**src/rtl/keypad_scanner.sv**
```systemverilog
// rtl/keypad_scanner.sv - 4x4 membrane keypad scanner with debounce and multi-key rejection.
// Define KEY_PULSE_EN to make keypad[k] a one-clk pulse on acceptance instead of a level.
module keypad_scanner #(
    parameter int SCAN_DIV       = 1000,
    parameter int DEBOUNCE_SCANS = 4
) (
    input  logic       clk,
    input  logic       clrn,
    input  logic [3:0] row_n,
    output logic [3:0] col_n,
    output logic [9:0] keypad,
    output logic       startn,
    output logic       stopn,
    output logic       clearn,
    output logic       key_valid
);

    localparam int CW = (SCAN_DIV > 1) ? $clog2(SCAN_DIV) : 1;
    localparam int DW = $clog2(DEBOUNCE_SCANS + 1);

    localparam logic [3:0] K_START = 4'd10;
    localparam logic [3:0] K_STOP  = 4'd11;
    localparam logic [3:0] K_CLEAR = 4'd12;
    localparam logic [3:0] K_NONE  = 4'd15;

    typedef enum logic {ST_STABLE, ST_PENDING} db_state_t;

    function automatic logic [3:0] key_at(input logic [1:0] r, input logic [1:0] c);
        case ({r, c})
            4'd0:    return 4'd1;
            4'd1:    return 4'd2;
            4'd2:    return 4'd3;
            4'd3:    return K_START;
            4'd4:    return 4'd4;
            4'd5:    return 4'd5;
            4'd6:    return 4'd6;
            4'd7:    return K_STOP;
            4'd8:    return 4'd7;
            4'd9:    return 4'd8;
            4'd10:   return 4'd9;
            4'd11:   return K_CLEAR;
            4'd13:   return 4'd0;
            default: return K_NONE;
        endcase
    endfunction

    logic [3:0]    row_s1, row_s2;
    logic [CW-1:0] div_cnt;
    logic [1:0]    col;
    logic          last_tick, scan_done;
    logic [2:0]    col_hits, tot;
    logic [3:0]    col_id, scan_code;
    logic [1:0]    acc_cnt;
    logic [3:0]    acc_id;

    db_state_t     state_q, state_d;
    logic [3:0]    cand_q, cand_d, acc_key_q, acc_key_d;
    logic [DW-1:0] dcnt_q, dcnt_d;

    logic [9:0]    keypad_d;
    logic          startn_d, stopn_d, clearn_d, show_digit;

    always_ff @(posedge clk or negedge clrn) begin
        if (!clrn) begin
            row_s1 <= 4'hF;
            row_s2 <= 4'hF;
        end else begin
            row_s1 <= row_n;
            row_s2 <= row_s1;
        end
    end

    assign last_tick = (div_cnt == CW'(SCAN_DIV - 1));
    assign scan_done = last_tick && (col == 2'd3);

    // Column drive is a rotating register so the pins never glitch through a decoder.
    always_ff @(posedge clk or negedge clrn) begin
        if (!clrn) begin
            div_cnt <= '0;
            col     <= 2'd0;
            col_n   <= 4'b1110;
        end else if (last_tick) begin
            div_cnt <= '0;
            col     <= col + 2'd1;
            col_n   <= {col_n[2:0], col_n[3]};
        end else begin
            div_cnt <= div_cnt + CW'(1);
        end
    end

    always_comb begin
        col_hits = 3'd0;
        col_id   = K_NONE;
        for (int r = 0; r < 4; r++) begin
            if (!row_s2[r] && key_at(2'(r), col) != K_NONE) begin
                col_hits = col_hits + 3'd1;
                col_id   = key_at(2'(r), col);
            end
        end
        tot = 3'(acc_cnt) + col_hits;
        if (tot == 3'd1)
            scan_code = (acc_cnt == 2'd1) ? acc_id : col_id;
        else
            scan_code = K_NONE;
    end

    // Key count saturates at 2: anything beyond one key is simply MULTI, reported as NONE.
    always_ff @(posedge clk or negedge clrn) begin
        if (!clrn) begin
            acc_cnt <= 2'd0;
            acc_id  <= K_NONE;
        end else if (last_tick) begin
            if (col == 2'd3) begin
                acc_cnt <= 2'd0;
                acc_id  <= K_NONE;
            end else begin
                acc_cnt <= (tot >= 3'd2) ? 2'd2 : tot[1:0];
                acc_id  <= (acc_cnt != 2'd0) ? acc_id : col_id;
            end
        end
    end

    always_ff @(posedge clk or negedge clrn) begin
        if (!clrn) begin
            state_q   <= ST_STABLE;
            cand_q    <= K_NONE;
            acc_key_q <= K_NONE;
            dcnt_q    <= '0;
        end else begin
            state_q   <= state_d;
            cand_q    <= cand_d;
            acc_key_q <= acc_key_d;
            dcnt_q    <= dcnt_d;
        end
    end

    always_comb begin
        state_d   = state_q;
        cand_d    = cand_q;
        acc_key_d = acc_key_q;
        dcnt_d    = dcnt_q;
        if (scan_done) begin
            case (state_q)
                ST_STABLE: begin
                    if (scan_code != acc_key_q) begin
                        if (DEBOUNCE_SCANS == 1) begin
                            acc_key_d = scan_code;
                        end else begin
                            state_d = ST_PENDING;
                            cand_d  = scan_code;
                            dcnt_d  = DW'(1);
                        end
                    end
                end
                ST_PENDING: begin
                    if (scan_code == cand_q) begin
                        if (dcnt_q + DW'(1) == DW'(DEBOUNCE_SCANS)) begin
                            acc_key_d = cand_q;
                            state_d   = ST_STABLE;
                        end else begin
                            dcnt_d = dcnt_q + DW'(1);
                        end
                    end else if (scan_code == acc_key_q) begin
                        state_d = ST_STABLE;
                    end else begin
                        cand_d = scan_code;
                        dcnt_d = DW'(1);
                    end
                end
                default: state_d = ST_STABLE;
            endcase
        end
    end

`ifdef KEY_PULSE_EN
    logic [3:0] acc_prev_q;

    always_ff @(posedge clk or negedge clrn) begin
        if (!clrn)
            acc_prev_q <= K_NONE;
        else
            acc_prev_q <= acc_key_q;
    end

    assign show_digit = (acc_key_q != acc_prev_q);
`else
    assign show_digit = 1'b1;
`endif

    always_comb begin
        keypad_d = 10'd0;
        startn_d = 1'b1;
        stopn_d  = 1'b1;
        clearn_d = 1'b1;
        if (acc_key_q <= 4'd9 && show_digit)
            keypad_d = 10'd1 << acc_key_q;
        case (acc_key_q)
            K_START: startn_d = 1'b0;
            K_STOP:  stopn_d  = 1'b0;
            K_CLEAR: clearn_d = 1'b0;
            default: ;
        endcase
    end

    always_ff @(posedge clk or negedge clrn) begin
        if (!clrn) begin
            keypad    <= 10'd0;
            startn    <= 1'b1;
            stopn     <= 1'b1;
            clearn    <= 1'b1;
            key_valid <= 1'b0;
        end else begin
            keypad    <= keypad_d;
            startn    <= startn_d;
            stopn     <= stopn_d;
            clearn    <= clearn_d;
            key_valid <= (acc_key_q != K_NONE);
        end
    end

endmodule

```
**config.mk**
```make
export PLATFORM = sky130hd
export DESIGN_NAME = keypad_scanner
export DESIGN_NICKNAME = d
export VERILOG_FILES = /design/src/rtl/keypad_scanner.sv
export SDC_FILE = /design/constraint.sdc
export NUM_CORES = 1
export LEC_CHECK = 0
export BUFFER_PORTS_ARGS = -buffer_cell sky130_fd_sc_hd__buf_4
export CAP_MARGIN = 20
export CELL_PAD_IN_SITES_DETAIL_PLACEMENT = 1
export CELL_PAD_IN_SITES_GLOBAL_PLACEMENT = 1
export CORE_ASPECT_RATIO = 1.25
export CORE_UTILIZATION = 51
export CTS_CLUSTER_SIZE = 20
export DETAILED_ROUTE_END_ITERATION = 8
export GPL_ROUTABILITY_DRIVEN = 1
export GPL_TIMING_DRIVEN = 0
export PLACE_DENSITY_LB_ADDON = 0.2
export SETUP_SLACK_MARGIN = 0.5
export SYNTH_ARGS = -nofsm -noshare
export SYNTH_HDL_FRONTEND = slang
export SYNTH_SLANG_ARGS = --single-unit
```
**constraint.sdc**
```tcl
create_clock -name clk -period 9.09 [get_ports clk]
set_input_delay 1.818 -clock clk [delete_from_list [all_inputs] [get_ports clk]]
set_output_delay 1.818 -clock clk [all_outputs]
set_load 0.01 [all_outputs]
```
# Word-level counts from Yosys, hierarchy flattened
# Cells that the tools add are included.
# op_classes
shifts	1
add_sub_neg	7
bitwise_logic	1
multipliers	0
n_mux	37
magnitude_cmp	2
div_mod_pow	0
n_reduce_logical	15
n_eq_ne	24
# ops
cell	count
$mux W4	12
$pmux W4 S4	3
$mux W3	7
$mux W10	2
$ne A4 B4 Y1 const B	5
$add A3 B1 Y3 const B	4
$eq A4 B4 Y1 const B	3
$reduce_and A4 Y1	3
$add A10 B1 Y10 const B	1
$eq A10 B10 Y1 const B	1
$shl A1 B4 Y10 const A	1
$eq A4 B4 Y1	2
$mux W1	8
$ne A2 B2 Y1 const B	4
$pmux W4 S2	1
$ne A3 B3 Y1 const B	2
$pmux W3 S2	1
$logic_and A1 B1 Y1	5
$eq A2 B1 Y1 const B	2
$eq A2 B2 Y1 const B	2
$le A4 B4 Y1 const B	1
$logic_not A1 Y1	4
$mux W2	2
$ne A4 B4 Y1	1
other kinds (10)	10
# word_totals
wordCells	103
romBits	0
input_bits	6
reg_bits	56
out_inout_bits	18
mem_count	0
mem_bits_rw	0
latch_bits	0

# Logic depth before layout (Yosys ltp)
# Gate-level depths: netlist of the first run.
# logic_depth
ltp_word	18
ltp_mapped	17
ltp_nobuf	16

# Worst setup path before layout of the first run
# OpenSTA, ideal clock, no wires.
# synth_timing
path_type	reg-to-reg
from	register col[0]
to	register acc_key_q[0]
n_path_buf	0
slack_ps	4796
setup_time_ps	82
path_stages_with_launch	16
required_ps	9008
period_less_slack_ps	4294
arrival_ps	4211
path_cell_list	dfrtp_1 -> inv_1 -> ha_1 -> a21o_4 -> xnor2_1 -> ha_1 -> mux2_2 -> fa_1 -> nand2b_1 -> a31oi_1 -> mux2i_2 -> or4_4 -> o311ai_2 -> nand4_4 -> or3_4 -> mux2_4
# synth_between
elab_chain_cells	16
elab_cells_between_ends	34
cone_classes	4 x add/sub; 9 x eq/ne; 14 x mux; 7 x reduce/logical
# synth_lines
item	line	source
start, declared	49	logic [1:0] col;
start signal, assigned	84	col <= col + 2'd1;
$eq A2 B2 Y1 (tied with other cells)	29, 74	
$pmux W4 S4	29	case ({r, c})
$ne A4 B4 Y1	95	if (!row_s2[r] && key_at(2'(r), col) != K_NONE) begin
$logic_and A1 B1 Y1	95	
$mux W1	95	
$add A3 B1 Y3	96	col_hits = col_hits + 3'd1;
$mux W3	95	
$add A3 B1 Y3	96	
$mux W3	95	
$add A3 B1 Y3	96	
$mux W3	95	
$add A2 B3 Y3	100	tot = 3'(acc_cnt) + col_hits;
$eq A3 B1 Y1	101	if (tot == 3'd1)
$mux W4	101	
$eq A4 B4 Y1	156	if (scan_code == cand_q) begin
$reduce_and A4 Y1 (no line) *	n/a	
end signal, assigned	132	acc_key_q <= acc_key_d;
end, declared	57	logic [3:0] cand_q, cand_d, acc_key_q, acc_key_d;
# Mark *: on every way between the ends. The rest lies on a longest branch, timed or not. The select of a mux whose other input is x is not followed.
# A chain may end at the register's enable or synchronous reset.

# Worst setup path after layout of the first run
# layout_timing
from	register col[0]
to	register acc_key_q[1]
# Same word-level chain as after synthesis.

==> results of run 1 <==
==> worst max-delay path: cells and delay by family (launching register included) <==
kind | cells | cell delay (ns)
AO/OA/AOI/OAI | 3 | 0.65
XOR/XNOR | 1 | 0.24
adder cells (fa/ha/maj) | 3 | 1.02
buffers and inverters | 1 | 0.10
flip-flops | 1 | 0.41
multiplexers | 3 | 0.78
AND/OR/NAND/NOR | 4 | 1.38
==> flip-flops by register name, summed over array words and instances, names as in the netlist <==
register,cells
clearn,1
div_cnt,10
col_n,4
startn,1
dcnt_q,3
key_valid,1
acc_cnt,2
stopn,1
row_s2,4
cand_q,4
acc_key_q,4
col,2
keypad,10
row_s1,4
acc_id,4
state_q,1
==> power by group <==
group          internal (mW)  switching, mW
Sequential             0.253        0.00158
Combinational        0.00967         0.0162
Clock                 0.0542         0.0726
==> synth_stat cells (all sizes together), types with 2 or more instances <==
cell type | number | area, um2
nand2b | 8 | 50.1
or3 | 4 | 30.0
o21ai | 4 | 20.0
clkbuf | 8 | 30.0
nor2 | 25 | 93.8
o311ai | 2 | 32.5
a21o | 2 | 22.5
o22ai | 2 | 12.5
nand2 | 17 | 63.8
o22a | 4 | 35.0
o2bb2ai | 2 | 17.5
dfstp | 26 | 683
nor3 | 8 | 51.3
nand4 | 3 | 33.8
xor2 | 5 | 51.3
ha | 12 | 150
and3 | 2 | 12.5
and2 | 3 | 18.8
mux2i | 3 | 33.8
nor2b | 4 | 25.0
buf | 2 | 10.0
a21oi | 11 | 55.1
inv | 12 | 45.0
dfrtp | 30 | 751
nand3 | 7 | 35.0
xnor2 | 11 | 96.3
mux2 | 15 | 184
nor4 | 4 | 25.0
==> metrics by stage <==
stage | power, mW | hold WS [ns] | setup WS (ns) | util (%) | cells
after floorplan | 0.275 | 0.345 | 4.80 | - | 254
after global placement | 0.284 | 0.345 | 4.51 | 57.5 | 341
after detailed placement | 0.285 | 0.347 | 4.42 | 57.5 | 341
after CTS | 0.416 | 0.361 | 4.40 | 59.0 | 349
after global routing | 0.430 | 0.364 | 4.22 | 59.0 | 349
final | 0.407 | 0.359 | 4.44 | 59.0 | 349
==> layer usage <==
metal / GRT usage (%) / vias up
li1: - / 948
met1: 24.3 / 964
met2: 38.6 / 23
met3: 4.39 / 7
met4: 5.57 / 0
met5: 0 / -
==> kinds of logic after synthesis <==
logic type,after synthesis,synth area share [%]
DFF,56,50.3
xor gates and xnor gates,16,5.18
buffers and inverters,22,2.98
and+or+nand+nor,91,17.4
adders and majority gates,13,5.96
muxes,18,7.63
AOI/OAI and AO/OA,38,10.6
==> cell type report <==
type | count | area, um2 | area share, %
inverter | 12 | 45.0 | 1.41
clock inverter | 1 | 5.00 | 0.157
clock buffer | 7 | 76.3 | 2.39
sequential | 56 | 1430 | 45.0
tap | 64 | 80.1 | 2.51
timing repair buffer | 23 | 173 | 5.42
buffer | 10 | 40.0 | 1.26
multi-input combinational | 176 | 1330 | 41.9
==> worst max path at each step <==
stage / from / end / cells after the start / slack (ns)
2_1_floorplan: col[0] / acc_key_q[0] / 15 / 4.80
3_3_place_gp: col[0] / acc_key_q[2] / 15 / 4.51
3_5_place_dp: col[0] / acc_key_q[1] / 15 / 4.42
4_1_cts: col[0] / acc_key_q[1] / 15 / 4.40
5_1_grt: col[0] / acc_key_q[1] / 15 / 4.22
6_report: col[0] / acc_key_q[1] / 15 / 4.44
==> reports/summary.txt, run 1 <==
status = complete, no violations
ant diodes = 0
Clock Sinks = 56
via count = 1,942
RSZ-0062 raised after global routing = no
wire length on met2 = 3010 um
nets = 303
CTS resizes = 0
GP Congestion = 0.794
die area = 5900 um2
fmax = 215 MHz
1st-iter DRT viols = 66
# port buffers = 23
clk buf depth = 2
syn avg cell area = 11.2 um2
FF-to-FF End = acc_key_q[1]
Routed Antenna Nets = 0
CP required = 9.33 ns
Unique masters post-synth = 54
worst hold path depth = 0
Syn Inst Count = 254
maximum vdd drop = 89.0 uV
vias in the first global route = 2,034
initial antenna violation count = 0
Crit Path Class = reg -> reg
Setup Fix Bufs, Post-CTS = 0
overall routing resource usage = 21.2%
static leakage = 1.43 nW
min Tclk post-route = 4.65 ns
Main synth FF type = dfrtp_1
cell area after synthesis = 2850 um2
Critical Path Max Stage Delay = 0.56 ns
Fill cells = 591
Reg-to-Reg Start = col[0]
H-tree lvl count = 2
PD cells = 128 nW/um2
most frequent cells in the layout = dfrtp_1, dfstp_2, nor2_1
Crit. End Element = register
slowest CP cell = or4_4
clock tree root buffer cell = clkbuf_8
reg2reg setup slack = 4.44 ns
fraction of the yosys area taken by sequential cells = 50.3%
final worst-path cycle share = 51.1%
met3 wire length = 137 um
final setup vio count = 0
CTS Hold Buffers Added = 0
final instance area = 3190 um2
DRC = 0
Pins Over Slew Limit = 0
dpl hpwl = 4030 um
reg2reg path depth = 15
Worst-path clk slew = 0.09 ns
met1 WL = 2150 um
Max Clock Skew = 0.00950 ns
max_cap viols = 0
largest net degree at the start of global routing = 57
DP Area = 3110 um2
layout overhead on the synthesized area = 11.7%
worst min-delay path class = reg -> reg
worst-path cell chain = inv_1 > ha_1 > a21o_4 > xnor2_1 > ha_1 > mux2_2 > fa_1 > nand2b_1 > a31oi_1 > mux2i_2 > or4_4 > o311ai_2 > nand4_4 > or3_4 > mux2_4
#FFs+latches synth = 56
GRT overflow = 0
first-pass GRT wire length = 9340 um
CP arrival = 4.89 ns
Rel. slew slack = 55.4%
number of synthesized flops with an enable pin = 0
Synthesized Nets = 273
WL/cell = 15.4 um
CTS buffer count = 5
vertical die dimension = 85.6 um
Synthesis Warnings = 0
hold worst-path end = row_s2[3]
slew at the pin with the worst max-slew slack = 0.668 ns
CTS tree = built
asr flop ratio synth = 100%
CP Launch Type = register
Hold Fails Final Rpt = 0
Highest Signal Layer = met4
most frequent CP cell = ha_1
drt pass-1 iters = 4
share of cells above drive strength 1 = 29.1%
Fin Setup TNS = 0 ns
core area = 5410 um2
Rows = 30
Die W = 68.9 um
Initial Util = 52.8%
clk_lat worst skew = 0.31 ns
Max FO, Critical Path = 7
Worst Min Path Start = row_s1[3]
WL final = 5370 um
IO Count = 24
commonest non-fill, non-tap cell in the layout = dfrtp_1
vias per cell = 5.56
Power figures use the tool's default switching activity.
==> run 2, diff against run 1 <==
Settings changed: CORE_UTILIZATION 51 to 43.
Clock period 9.09 ns to 3.9 ns, I/O delays scaled along.
==> reports/summary.txt, run 2 (same netlist as run 1, synthesis figures left out) <==
overall routing resource usage = 19.6%
Highest Signal Layer = met4
clock tree root buffer cell = clkbuf_8
wire length on met2 = 3530 um
GRT overflow = 0
most frequent cells in the layout = buf_4, dfrtp_1, dfstp_2
Rel. slew slack = 53.4%
IO Count = 24
core area = 6290 um2
final worst-path cycle share = 108%
Largest regs = div_cnt x10, keypad x10
vias in the first global route = 2,194
Post-Layout Cell Count = 391
GP Congestion = 0.711
die area = 6970 um2
drt pass-1 iters = 4
Placed Cells = 362
commonest non-fill, non-tap cell in the layout = buf_4
min Tclk post-route = 4.23 ns
Initial Util = 45.4%
PD cells = 298 nW/um2
static leakage = 1.59 nW
CP required = 4.15 ns
fmax = 237 MHz
WL/cell = 16.0 um
met3 wire length = 144 um
clk_lat worst skew = 0.32 ns
layout overhead on the synthesized area = 24.8%
ant diodes = 0
WL final = 6250 um
slew at the pin with the worst max-slew slack = 0.699 ns
CP Launch Type = register
Worst-path clk slew = 0.09 ns
H-tree lvl count = 2
Crit Path Class = reg -> reg
Fin Setup TNS = -3.36 ns
vertical die dimension = 93.1 um
initial antenna violation count = 0
status = finished, violations left
Rows = 32
DP Area = 3210 um2
failing checks = negative setup slack
Routed Antenna Nets = 0
first-pass GRT wire length = 10,400 um
Crit. End Element = register
final instance area = 3560 um2
Max Clock Skew = 0.0150 ns
# port buffers = 23
met1 WL = 2440 um
CTS Hold Buffers Added = 0
DRC = 0
final setup vio count = 12
CTS tree = built
Pins Over Slew Limit = 0
Hold Fails Final Rpt = 0
clk buf depth = 2
dpl hpwl = 4250 um
Die W = 74.9 um
worst min-delay path class = reg -> reg
Fill cells = 695
maximum vdd drop = 175 uV
via count = 2,077
final hold slack = 0.359 ns
share of cells above drive strength 1 = 40.2%
RSZ-0062 raised after global routing = yes
1st-iter DRT viols = 79
CTS buffer count = 5
max_cap viols = 0
fin worst setup slack = -0.327 ns
nets = 324
Max FO, Critical Path = 5
largest net degree at the start of global routing = 57
CP arrival = 4.47 ns
vias per cell = 5.31
Clock Sinks = 56
[run 2: cell count changes in the layout (fill, tap and decap cells not counted), moves of 2 or more]
cell     delta
dfrtp_2     +2
inv_2       +3
dfrtp_1     -2
buf_6       +2
ha_1        -3
xnor2_1     -2
mux2_2      -2
mux2_4      +2
ha_4        +3
inv_1       -4
buf_4      +20
[run 2: path summary, 6_finish.rpt]
check / end / slack, ns / startpoint / cells past startpoint
worst max-delay path: cand_q[2] / -0.33 / col[1] / 18
worst max register to register: cand_q[2] / -0.33 / col[1] / 18
max in group asynchronous: col[1] / 2.89 / clrn / 1
worst min register to register: row_s2[1] / 0.36 / row_s1[1] / 0
min in group asynchronous: keypad[0] / 0.52 / clrn / 1
worst min-delay path: row_s2[1] / 0.36 / row_s1[1] / 0
[run 2: cell type report]
cell class,instances,area (um2),area share [%]
Buffer,10,46.3,1.30
Clock buffer,7,76.3,2.14
Clock inverter,1,30.0,0.843
Inverter,12,47.5,1.34
Multi-Input combinational cell,176,1480,41.7
Sequential cell,56,1440,40.3
Tap cell,85,106,2.99
Timing Repair Buffer,44,334,9.38
[run 2: power by group]
part	total (mW)	leakage (nW)	internal, mW	switching [mW]
Sequential	0.592	0.661	0.589	0.00276
Combinational	0.0921	0.874	0.0415	0.0506
Clock	0.377	0.0524	0.193	0.185
Total	1.06	1.59	0.823	0.238
[run 2: critical path: stages (launching register included)]
cell      delay (ns)
dfrtp_2         0.46
ha_4            0.20
a21o_4          0.24
nand2_2         0.08
o21ai_2         0.06
ha_1            0.29
mux2_4          0.28
fa_2            0.54
nand2b_4        0.16
a31oi_4         0.05
buf_6           0.14
buf_4           0.11
mux2_4          0.28
nand4_1         0.11
o41ai_1         0.09
o211a_1         0.27
or3b_1          0.37
buf_6           0.14
mux2_1          0.30
[run 2: through the flow]
step	total power, mW	worst slack, ns	util (%)
3_5_place_dp	0.678	-0.408	51.1
4_1_cts	1.07	-0.320	55.7
2_1_floorplan	0.652	-0.139	-
3_3_place_gp	0.675	-0.344	51.1
5_1_grt	1.10	-0.470	56.6
6_report	1.06	-0.327	56.6
[run 2: timing repair]
action | 4_1_cts | 5_1_grt
endpoints found under the setup margin | 12 | 12
resized for setup | 11 | 5
pin swaps | 10 | 6
setup buffers | 16 | 5
[run 2: layer usage]
| metal | global-route usage [%] | vias up |
|---|---|---|
| met5 | 0 | - |
| met4 | 6.29 | 0 |
| li1 | - | 986 |
| met3 | 3.13 | 12 |
| met1 | 21.8 | 1041 |
| met2 | 36.9 | 38 |
==> run 3, diff against run 2 <==
Settings changed: CTS_BUF_LIST set to sky130_fd_sc_hd__clkbuf_16.
==> reports/summary.txt, run 3 (same netlist as run 1, synthesis figures left out) <==
pre-CTS setup slack = -0.408 ns
ant diodes = 0
Largest regs = div_cnt x10, keypad x10
die area = 6970 um2
Rows = 32
Max Clock Skew = 0.0108 ns
vias in the first global route = 2,220
Routed Antenna Nets = 0
RSZ-0062 raised after global routing = yes
CP required = 4.12 ns
CTS Hold Buffers Added = 0
DRC = 0
fin util = 57.8%
Die W = 74.9 um
overall power = 1.19 mW
fmax = 239 MHz
Max FO, Critical Path = 6
CTS buffer count = 5
slew at the pin with the worst max-slew slack = 0.702 ns
max_cap viols = 0
Initial Util = 45.4%
Fill cells = 687
final hold slack = 0.355 ns
1st-iter DRT viols = 79
core area = 6290 um2
min Tclk post-route = 4.19 ns
area of the multi-input gates = 1500 um2
GP Congestion = 0.711
initial antenna violation count = 0
Crit Path Class = reg -> reg
GRT overflow = 0
nets = 324
Sequential Area = 1440 um2
vertical die dimension = 93.1 um
Pins Over Slew Limit = 0
clk buf depth = 2
Rel. slew slack = 53.2%
commonest non-fill, non-tap cell in the layout = buf_4
WL/cell = 16.1 um
vias per cell = 5.32
H-tree lvl count = 2
layout overhead on the synthesized area = 27.5%
static leakage = 1.64 nW
status = finished, violations left
clk_lat worst skew = 0.30 ns
final setup vio count = 12
dpl hpwl = 4250 um
worst min-delay path class = reg -> reg
overall routing resource usage = 20.5%
maximum vdd drop = 247 uV
drt pass-1 iters = 4
share of cells above drive strength 1 = 40.8%
largest net degree at the start of global routing = 57
clock tree root buffer cell = clkbuf_16
fin worst setup slack = -0.287 ns
IO Count = 24
failing checks = negative setup slack
most frequent cells in the layout = buf_4, dfrtp_1, dfstp_2
PD cells = 327 nW/um2
CP Launch Type = register
CP arrival = 4.41 ns
Clock Sinks = 56
Crit. End Element = register
final worst-path cycle share = 107%
Worst-path clk slew = 0.06 ns
# port buffers = 23
Hold Fails Final Rpt = 0
WL final = 6280 um
via count = 2,080
first-pass GRT wire length = 10,600 um
CTS tree = built
==> run 3: changes by cell type in the layout (fill, tap and decap cells not counted), sizes merged <==
| cell | previous run | this run |
|---|---|---|
| clkbuf | 15 | 13 |
| inv | 12 | 14 |
==> run 3: layout make-up <==
type	count	area share [%]
multi-input combinational	176	41.3
sequential	56	39.5
timing repair buffer	44	9.29
clock buffer	5	3.44
tap	85	2.92
buffer	10	1.27
inverter	12	1.24
clock inverter	3	1.03
==> run 3: path summary, 6_finish.rpt <==
path                                end  cells past startpoint  startpoint  slack, ns
max                        acc_key_q[2]                     16      col[1]      -0.29
min                           row_s2[2]                      0   row_s1[2]       0.36
max reg2reg                acc_key_q[2]                     16      col[1]      -0.29
min reg2reg                   row_s2[2]                      0   row_s1[2]       0.36
max in group asynchronous        col[0]                      1        clrn       2.86
min in group asynchronous    acc_cnt[1]                      1        clrn       0.54
==> run 3: stage by stage <==
stage / setup TNS [ns] / area (um2) / instances
finish: -2.61 / 3640 / 391
global route: -4.48 / 3640 / 391
detailed placement: -3.42 / 3210 / 362
floorplan: -0.647 / 2940 / 254
CTS: -2.98 / 3550 / 386
global placement: -2.53 / 3210 / 362
==> run 3: what timing repair did <==
| item | 4_1_cts | 5_1_grt |
|---|---|---|
| buffers inserted | 16 | 5 |
| pin swaps | 4 | 0 |
| endpoints found under the hold margin | 0 | 0 |
| gates resized for setup | 9 | 10 |
| endpoints found under the setup margin | 12 | 13 |
==> run 3: report_power, final <==
part	internal [mW]	switching (mW)
clock	0.299	0.200
sequential	0.589	0.00250
combinational	0.0460	0.0534
total	0.934	0.256
==> run 3: per-layer routing <==
layer,up-vias,share of wire [%],GRT usage (%)
met4,0,2.3,8.49
met2,33,57,38.2
met1,1048,38,21.7
met3,11,2.2,3.99
li1,988,-,-
met5,-,0,0
==> run 3: worst max-delay path, cell delays in order (launching register included) <==
cell	delay, ns
dfrtp_2	0.42
inv_2	0.07
ha_4	0.17
a21o_4	0.23
nand2_1	0.09
o21ai_2	0.07
ha_1	0.27
mux2_4	0.28
fa_1	0.46
nand2b_4	0.18
a31oi_4	0.19
mux2i_4	0.14
or4_4	0.54
o311ai_4	0.11
nand4_4	0.15
or3_4	0.44
mux2_4	0.31
